**src/rtl/wb_rr_arbiter.sv**
```systemverilog
// wb_rr_arbiter: round-robin Wishbone B3 arbiter sharing one slave port
// between NUM_MASTERS masters. A grant lasts for the winner's whole cyc
// assertion, so bursts and locked sequences are never split.
// Optional bus watchdog: define WB_ARB_TIMEOUT_EN to enable it.
module wb_rr_arbiter #(
    parameter int NUM_MASTERS    = 2,
    parameter int AW             = 32,
    parameter int DW             = 32,
    parameter int TIMEOUT_CYCLES = 1024
) (
    input  logic                          wb_clk_i,
    input  logic                          wb_rst_i,
    // master side
    input  logic [NUM_MASTERS*AW-1:0]     m_adr_i,
    input  logic [NUM_MASTERS*DW-1:0]     m_dat_i,
    input  logic [NUM_MASTERS*DW/8-1:0]   m_sel_i,
    input  logic [NUM_MASTERS-1:0]        m_we_i,
    input  logic [NUM_MASTERS-1:0]        m_cyc_i,
    input  logic [NUM_MASTERS-1:0]        m_stb_i,
    input  logic [NUM_MASTERS*3-1:0]      m_cti_i,
    input  logic [NUM_MASTERS*2-1:0]      m_bte_i,
    output logic [DW-1:0]                 m_dat_o,
    output logic [NUM_MASTERS-1:0]        m_ack_o,
    output logic [NUM_MASTERS-1:0]        m_err_o,
    // slave side
    output logic [AW-1:0]                 s_adr_o,
    output logic [DW-1:0]                 s_dat_o,
    output logic [DW/8-1:0]               s_sel_o,
    output logic                          s_we_o,
    output logic                          s_cyc_o,
    output logic                          s_stb_o,
    output logic [2:0]                    s_cti_o,
    output logic [1:0]                    s_bte_o,
    input  logic [DW-1:0]                 s_dat_i,
    input  logic                          s_ack_i,
    input  logic                          s_err_i,
    // status
    output logic [NUM_MASTERS-1:0]        grant_o
);

    localparam int SW = DW / 8;
    localparam int IW = (NUM_MASTERS > 1) ? $clog2(NUM_MASTERS) : 1;
    localparam int CW = IW + 1;

    // Elaboration-time parameter sanity checks.
    if (NUM_MASTERS < 2 || NUM_MASTERS > 8) begin : g_bad_num_masters
        $error("wb_rr_arbiter: NUM_MASTERS must be in 2..8");
    end
    if ((DW % 8) != 0) begin : g_bad_dw
        $error("wb_rr_arbiter: DW must be a multiple of 8");
    end
    if (TIMEOUT_CYCLES < 2) begin : g_bad_timeout
        $error("wb_rr_arbiter: TIMEOUT_CYCLES must be at least 2");
    end

    typedef enum logic {
        ST_IDLE = 1'b0,
        ST_BUSY = 1'b1
    } state_e;

    state_e        state_q, state_d;
    logic [IW-1:0] ptr_q, ptr_d;          // round-robin search start
    logic [IW-1:0] gnt_idx_q, gnt_idx_d;  // index of the granted master

    logic          busy;
    logic          g_cyc;
    logic          g_stb;
    logic          win_found;
    logic [IW-1:0] win_idx;
    logic [CW-1:0] cand_w;
    logic [IW-1:0] cand;
    logic [IW-1:0] next_ptr;

    // Watchdog hooks: slave_off gates the slave bus, err_gen injects an err.
    logic          slave_off;
    logic          err_gen;

    assign busy  = (state_q == ST_BUSY);
    assign g_cyc = m_cyc_i[gnt_idx_q];
    assign g_stb = m_stb_i[gnt_idx_q];

    // Pointer after the current tenure, wrapping explicitly at NUM_MASTERS-1
    // because NUM_MASTERS need not be a power of two.
    assign next_ptr = (gnt_idx_q == IW'(NUM_MASTERS - 1)) ? '0 : gnt_idx_q + 1'b1;

    // Round-robin winner search: first cyc found from ptr_q upward, with wrap.
    // NOTE: every always_comb output gets a default first, so no path leaves
    // it unassigned and no latch is inferred.
    always_comb begin
        win_found = 1'b0;
        win_idx   = '0;
        cand_w    = '0;
        cand      = '0;
        for (int k = 0; k < NUM_MASTERS; k++) begin
            cand_w = {1'b0, ptr_q} + CW'(k);
            if (cand_w >= CW'(NUM_MASTERS)) begin
                cand_w = cand_w - CW'(NUM_MASTERS);
            end
            cand = cand_w[IW-1:0];
            if (!win_found && m_cyc_i[cand]) begin
                win_found = 1'b1;
                win_idx   = cand;
            end
        end
    end

    // Next-state logic: grant on any cyc, release when the granted cyc drops.
    always_comb begin
        state_d   = state_q;
        ptr_d     = ptr_q;
        gnt_idx_d = gnt_idx_q;
        case (state_q)
            ST_IDLE: begin
                if (win_found) begin
                    state_d   = ST_BUSY;
                    gnt_idx_d = win_idx;
                end
            end
            ST_BUSY: begin
                // An IDLE cycle always follows, so hand-over is never back-to-back.
                if (!g_cyc) begin
                    state_d = ST_IDLE;
                    ptr_d   = next_ptr;
                end
            end
            default: begin
                state_d = ST_IDLE;
            end
        endcase
    end

    // State, pointer and grant registers.
    // NOTE: non-blocking assignments so every flop samples pre-edge values,
    // independent of the order the simulator runs these blocks.
    always_ff @(posedge wb_clk_i or posedge wb_rst_i) begin
        if (wb_rst_i) begin
            state_q   <= ST_IDLE;
            ptr_q     <= '0;
            gnt_idx_q <= '0;
        end else begin
            state_q   <= state_d;
            ptr_q     <= ptr_d;
            gnt_idx_q <= gnt_idx_d;
        end
    end

`ifdef WB_ARB_TIMEOUT_EN
    localparam int TW = $clog2(TIMEOUT_CYCLES);

    logic [TW-1:0] to_cnt_q, to_cnt_d;
    logic          timed_out_q, timed_out_d;
    logic          stb_pend;
    logic          to_hit;

    // A strobe is outstanding towards the slave and not yet given up on.
    assign stb_pend = busy & g_cyc & g_stb & ~timed_out_q;
    // The hit depends only on registered state and master inputs, never on
    // s_ack_i, so a combinational slave ack cannot form a loop through s_stb_o.
    assign to_hit   = stb_pend & (to_cnt_q == TW'(TIMEOUT_CYCLES - 1));

    // Watchdog next state: count stalled strobe cycles, latch the timeout
    // until the granted master releases cyc.
    always_comb begin
        to_cnt_d    = to_cnt_q;
        timed_out_d = timed_out_q;
        if (!busy || !g_cyc) begin
            to_cnt_d    = '0;
            timed_out_d = 1'b0;
        end else if (to_hit) begin
            to_cnt_d    = '0;
            timed_out_d = 1'b1;
        end else if (s_ack_i || s_err_i) begin
            to_cnt_d    = '0;
        end else if (stb_pend) begin
            to_cnt_d    = to_cnt_q + 1'b1;
        end
    end

    // Watchdog registers.
    always_ff @(posedge wb_clk_i or posedge wb_rst_i) begin
        if (wb_rst_i) begin
            to_cnt_q    <= '0;
            timed_out_q <= 1'b0;
        end else begin
            to_cnt_q    <= to_cnt_d;
            timed_out_q <= timed_out_d;
        end
    end

    // From the timeout cycle on the slave bus is dead, so a late ack is lost.
    assign slave_off = timed_out_q | to_hit;
    assign err_gen   = to_hit;
`else
    // Without the watchdog a hung slave stalls the granted master forever.
    assign slave_off = 1'b0;
    assign err_gen   = 1'b0;
`endif

    // Output muxing: slave bus follows the granted master, responses are
    // steered back to it only; everything is zero while idle.
    always_comb begin
        s_adr_o = '0;
        s_dat_o = '0;
        s_sel_o = '0;
        s_we_o  = 1'b0;
        s_cyc_o = 1'b0;
        s_stb_o = 1'b0;
        s_cti_o = '0;
        s_bte_o = '0;
        m_ack_o = '0;
        m_err_o = '0;
        grant_o = '0;
        if (busy) begin
            grant_o[gnt_idx_q] = 1'b1;
            if (!slave_off) begin
                s_adr_o            = m_adr_i[gnt_idx_q*AW +: AW];
                s_dat_o            = m_dat_i[gnt_idx_q*DW +: DW];
                s_sel_o            = m_sel_i[gnt_idx_q*SW +: SW];
                s_we_o             = m_we_i[gnt_idx_q];
                s_cti_o            = m_cti_i[gnt_idx_q*3 +: 3];
                s_bte_o            = m_bte_i[gnt_idx_q*2 +: 2];
                // cyc tracks the master combinationally so it falls with it.
                s_cyc_o            = g_cyc;
                s_stb_o            = g_stb & g_cyc;
                m_ack_o[gnt_idx_q] = s_ack_i;
                m_err_o[gnt_idx_q] = s_err_i;
            end
            if (err_gen) begin
                m_err_o[gnt_idx_q] = 1'b1;
            end
        end
    end

    // Read data is broadcast; only the acked master latches it.
    assign m_dat_o = s_dat_i;

endmodule

```
**config.mk**
```make
export PLATFORM = sky130hd
export DESIGN_NAME = wb_rr_arbiter
export DESIGN_NICKNAME = d
export VERILOG_FILES = /design/src/rtl/wb_rr_arbiter.sv
export SDC_FILE = /design/constraint.sdc
export NUM_CORES = 1
export LEC_CHECK = 0
export ABC_CLOCK_PERIOD_IN_PS = 1140
export BUFFER_PORTS_ARGS = -buffer_cell sky130_fd_sc_hd__buf_2
export CORE_AREA = 2 2 117 119
export DETAILED_ROUTE_END_ITERATION = 8
export DIE_AREA = 0 0 119 121
export PLACE_DENSITY = 0.55
export SYNTH_ARGS = -nofsm -noshare
export SYNTH_HDL_FRONTEND = slang
export SYNTH_SLANG_ARGS = --single-unit
```
**constraint.sdc**
```tcl
create_clock -name wb_clk_i -period 1.14 [get_ports wb_clk_i]
set_input_delay 0.057 -clock wb_clk_i [delete_from_list [all_inputs] [get_ports wb_clk_i]]
set_output_delay 0.057 -clock wb_clk_i [all_outputs]
set_load 0.05 [all_outputs]
```
After elaboration in Yosys (flattened, before gate mapping)
Index checks and enable logic that the tools add are counted.
Word-level totals
  bits in registers: 3
  input bits: 188
Cells by class
  multiply operators: 1
  add/subtract/negate cells: 4
  bitwise operators: 5
  reductions and logical operators: 5
  $lt $le $gt $ge: 6
  shift-type cells: 5
  muxes and demuxes: 33
Operators by type and width (number)
  $shiftx 64x7->32: 2
  $mux 32: 2
  $mux 1: 23
  $mux 2: 4
  $shiftx 8x4->4: 1
  $lt 1x2->1 const B: 3
  $shiftx 6x4->3: 1
  $and 2x2->2: 2
  $mux 4: 1
  $reduce_and 2->1: 2
  $shiftx 4x3->2: 1
  $mul 1x2->3 const B: 1
  $mux 3: 1
  $add 1x1->2 const B: 1
  $ge 1x2->1 const B: 1
  $ge 2x2->1 const B: 1
  $logic_and 1x1->1: 2
  $not 1->1: 2
  $pmux 1 s2: 1
  $sub 1x1->1 const B: 2
  $add 1x1->1 const B: 1
  $and 1x1->1: 1
  $demux 1 s1: 1
  $ge 1x1->1 const B: 1
  $logic_not 1->1: 1

Logic depth before layout (Yosys ltp)
  word-level depth: 10
  depth in mapped cells: 4
  depth with buffers taken out: 3

Worst setup path after synthesis
No wires, ideal clock.
  path kind: register to output
  start: register gnt_idx_q
  end: output port m_ack_o[0]
  data required time: 1083 ps
  slack: -687 ps
  buffers on the path: 1
  arrival: 1770 ps
  stages on the path, launching flop included: 4
  cell sequence: dfrtp_1 > buf_6 > nor2_1 > and2_1
On the way
  word-level cells in the longest chain between the ends: 6
  elaborated cells on any way between the ends: 7
  those cells by class: order compare (2); mux (3); bitwise (1); reduce/logical (1)
RTL lines
  from (decl): RTL line 63  | logic [IW-1:0] gnt_idx_q, gnt_idx_d;
  from (signal assigned): RTL line 143  | gnt_idx_q <= gnt_idx_d;
  $lt 1x2->1 / $ge 1x1->1 (equally long branches)
  $logic_and 1x1->1
  $mux 1
  $demux 1 s1 (*): RTL line 225  | m_ack_o[gnt_idx_q] = s_ack_i;
  $and 2x2->2 (no source line) (*)
  $mux 2 (*): RTL line 213  | if (busy) begin
  to (decl): RTL line 23  | output logic [NUM_MASTERS-1:0] m_ack_o,
Mark *: on every way between the ends. The rest lies on a longest branch, timed or not.

Final worst setup path
  start: register gnt_idx_q
  end: output port s_adr_o[10]
On the way
  word-level cells in the longest chain between the ends: 2
RTL lines
  $shiftx 64x7->32: RTL line 216  | s_adr_o = m_adr_i[gnt_idx_q*AW +: AW];
  $mux 32: RTL line 213
  to (decl): RTL line 26  | output logic [AW-1:0] s_adr_o,
No other way between the ends.

==> flow_metrics.py <==
metrics = {
    "power": {
        "p_leak_uw": 0.00200,
        "swShare": 0.567,
        "clkPwrFrac": 0.048,
        "seq_power_share": 0.022,
        "ir_drop_uv": 1420,
        "internal-power_uw": 5050,
        "p_comb_frac": 0.930,
        "p_sw_uw": 6620,
        "p_per_area_mw_per_mm2": 2960,
    },
    "timing": {
        "worstMarginPinSlew_ps": 291,
        "fmax_mhz": 623,
        "slew-limit-headroom": 0.800,
        "slew_violations": 0,
        "fin_skew_ps": 0.629,
        "final_hold_viol_count": 0,
        "finalSetupViolCount": 83,
        "setup_ws_ps": -464,
        "fin_crit_sh": 1.41,
        "rsz0062_at_grt": "yes",
        "finalWorstPathRequiredPeriod_ps": 1600,
        "holdWs_ps": 67.6,
    },
    "die": {
        "coreArea_mm2": 0.0131,
        "io_pins": 302,
        "start_util": 0.124,
        "dieArea_mm2": 0.0144,
        "die_w_um": 119,
        "rows": 42,
        "die_h_um": 121,
    },
    "logic_synthesis": {
        "synth.area.mux_share": 0.458,
        "avgSynthCellArea_um2": 7.28,
        "yosys.area_share.simple": 0.207,
        "synth-adder-area-share": 0,
        "synthDistinctLibCells": 18,
        "seq_area_frac_synth": 0.0464,
        "syn_area_mm2": 0.00162,
        "synth_compound_gate_area_share": 0.0279,
        "synth_xor_area_frac": 0,
        "ys_ff_latch": 3,
        "synth_top_family_by_area": "multiplexers",
        "synth_fp_nets": 410,
        "netlist_instances": 222,
        "synth_warnings": 0,
    },
    "worst_setup_path": {
        "slowest_delay_ps": 520,
        "cp-end-kind": "primary output",
        "arrival_ps": 1550,
        "worst-path-max-fanout": 7,
        "worst_path_dominant_cell_family": "flip-flops",
        "critical_path_buf_inv_count": 3,
        "worstPathRequired_ps": 1080,
        "cp_slowest_cell": "dfrtp_4",
        "critPathKind": "flop to primary output",
        "cp_cell_sequence": "buf_6 > buf_12 > mux2i_2 > nor2_4 > clkbuf_4",
        "critPathLaunchType": "flop",
    },
    "final_layout": {
        "final_cell_mix": "buf_2 (165), buf_6 (54), mux2i_1 (46), nor2_1 (44), nor2_4 (31)",
        "nNetsFinal": 628,
        "syn_to_final_growth_pct": 143,
        "fin_cells": 615,
        "antenna_cells": 0,
        "drive_gt1_frac": 0.761,
        "n_fill_cell": 1391,
        "final_common_cell": "buf_2",
    },
    "grt": {
        "antenna_found_initial": 0,
        "grt_max_degree": 25,
        "grt_pass1_wl_um": 11000,
        "overflow": 0,
        "grt_usage": 0.0943,
        "first_global_vias": 2257,
    },
    "clock_network": {
        "cts_tree": "done",
        "worst_skew_pair.late_latency_ps": 220,
        "cts_sinks": 3,
        "cts_buffers": 3,
        "root_buffer": "clkbuf_16",
        "cts.reportedPaths.clkPinSlew_ps": 30,
        "clk_path_buf_depth": 2,
        "htreeDepth": 1,
    },
    "min_path": {
        "hold_path.class": "input pin to flop",
    },
    "outcome": {
        "status": "complete, but fails checks",
        "violations": "negative setup slack",
    },
    "route": {
        "drt_wl_total_um": 7760,
        "drtIter0Drc": 26,
        "routedWlPerCell_um": 12.6,
        "vias": 2346,
        "avgViaCountPerCell": 3.81,
        "remaining_drc_errors": 0,
        "drtAntennaViolNets": 0,
        "first_pass_iters": 4,
    },
    "place": {
        "dp_cells": 603,
        "place_congestion": 0.737,
        "dpl.hpwl_um": 5790,
        "port_buffers": 237,
        "preCtsSetupSlack_ps": -226,
    },
    "job": {
        "cap_violations": 0,
    },
}
state kept, by name, summed over array words and instances, names as in the netlist:
signal	flops
ptr_q	1
busy	1
gnt_idx_q	1
timing repair:
action / in CTS / in global routing
pin swaps: 0 / 0
endpoints found under the setup margin: 83 / 83
gates resized for setup: 125 / 59
hold endpoints to repair: 3 / 0
gates cloned: 1 / 2
hold buffers: 1 / 0
buffers inserted: 1 / 4
synth_stat cells:
library cell	number	area [um2]
inv_2	1	3.75
a32oi_1	1	8.76
and2_1	3	18.8
a31oi_1	1	6.26
inv_1	2	7.51
clkbuf_1	6	22.5
mux2i_1	74	741
buf_6	3	33.8
buf_8	7	105
and3_1	2	12.5
nor2_1	78	293
dfrtp_1	3	75.1
a21oi_1	4	20.0
buf_4	33	248
nand2_1	1	3.75
o21ai_0	1	5.00
o21ai_1	1	5.00
and2b_1	1	7.51
worst register-to-register path, stage by stage (launching register included):
cell	delay, ps
dfrtp_4	520
buf_4	180
and2b_1	220
a21oi_2	40
buf_4	130
a21oi_2	120
cell families after synthesis:
group	count (synthesis)
muxes	74
and+or+nand+nor	85
DFF	3
buffers and inverters	52
AOI/OAI and AO/OA	8
stage by stage:
step | instance area [um2] | setup TNS (ps) | total power (uW) | utilization
2_1_floorplan | 1860 | -15800 | 7380 | -
3_3_place_gp | 3080 | -11140 | 8770 | 0.235
3_5_place_dp | 3080 | -12220 | 8770 | 0.235
4_1_cts | 3610 | -31850 | 10700 | 0.276
5_1_grt | 3940 | -36010 | 12200 | 0.301
6_report | 3940 | -32030 | 11700 | 0.301
final timing paths:
| kind | cells after the start | to | slack [ps] | start |
|---|---|---|---|---|
| worst min register to register | 2 | ptr_q | 560 | ptr_q |
| min in group asynchronous | 3 | gnt_idx_q | 260 | wb_rst_i |
| worst max register to register | 5 | busy | -150 | gnt_idx_q |
| worst max-delay path | 5 | s_adr_o[10] | -460 | gnt_idx_q |
| max in group asynchronous | 3 | gnt_idx_q | 730 | wb_rst_i |
| worst min-delay path | 2 | gnt_idx_q | 70 | m_cyc_i[0] |
layout make-up:
class	instances	area, um2	area share
sequential	3	78.8	0.0200
multi-input combinational	167	1590	0.405
tap	176	220	0.0559
clock buffer	4	78.8	0.0200
timing repair buffer	262	1950	0.495
inverter	3	16.3	0.00413
metal layers:
layer,vias to the layer above,part of all wire,global-route usage
li1,1151,-,-
met1,1037,0.34,0.0961
met2,143,0.56,0.190
met3,15,0.083,0.0197
met4,0,0.014,0.0290
met5,-,0,0
power groups by stage:
stage,Sequential (uW),Combinational [uW],Clock [uW]
final,254,10900,559
after global routing,261,11300,581
after floorplan,187,7190,0
after CTS,276,9900,571
after detailed placement,248,8520,0
after global placement,241,8530,0
(Power assumes the default switching activity.)
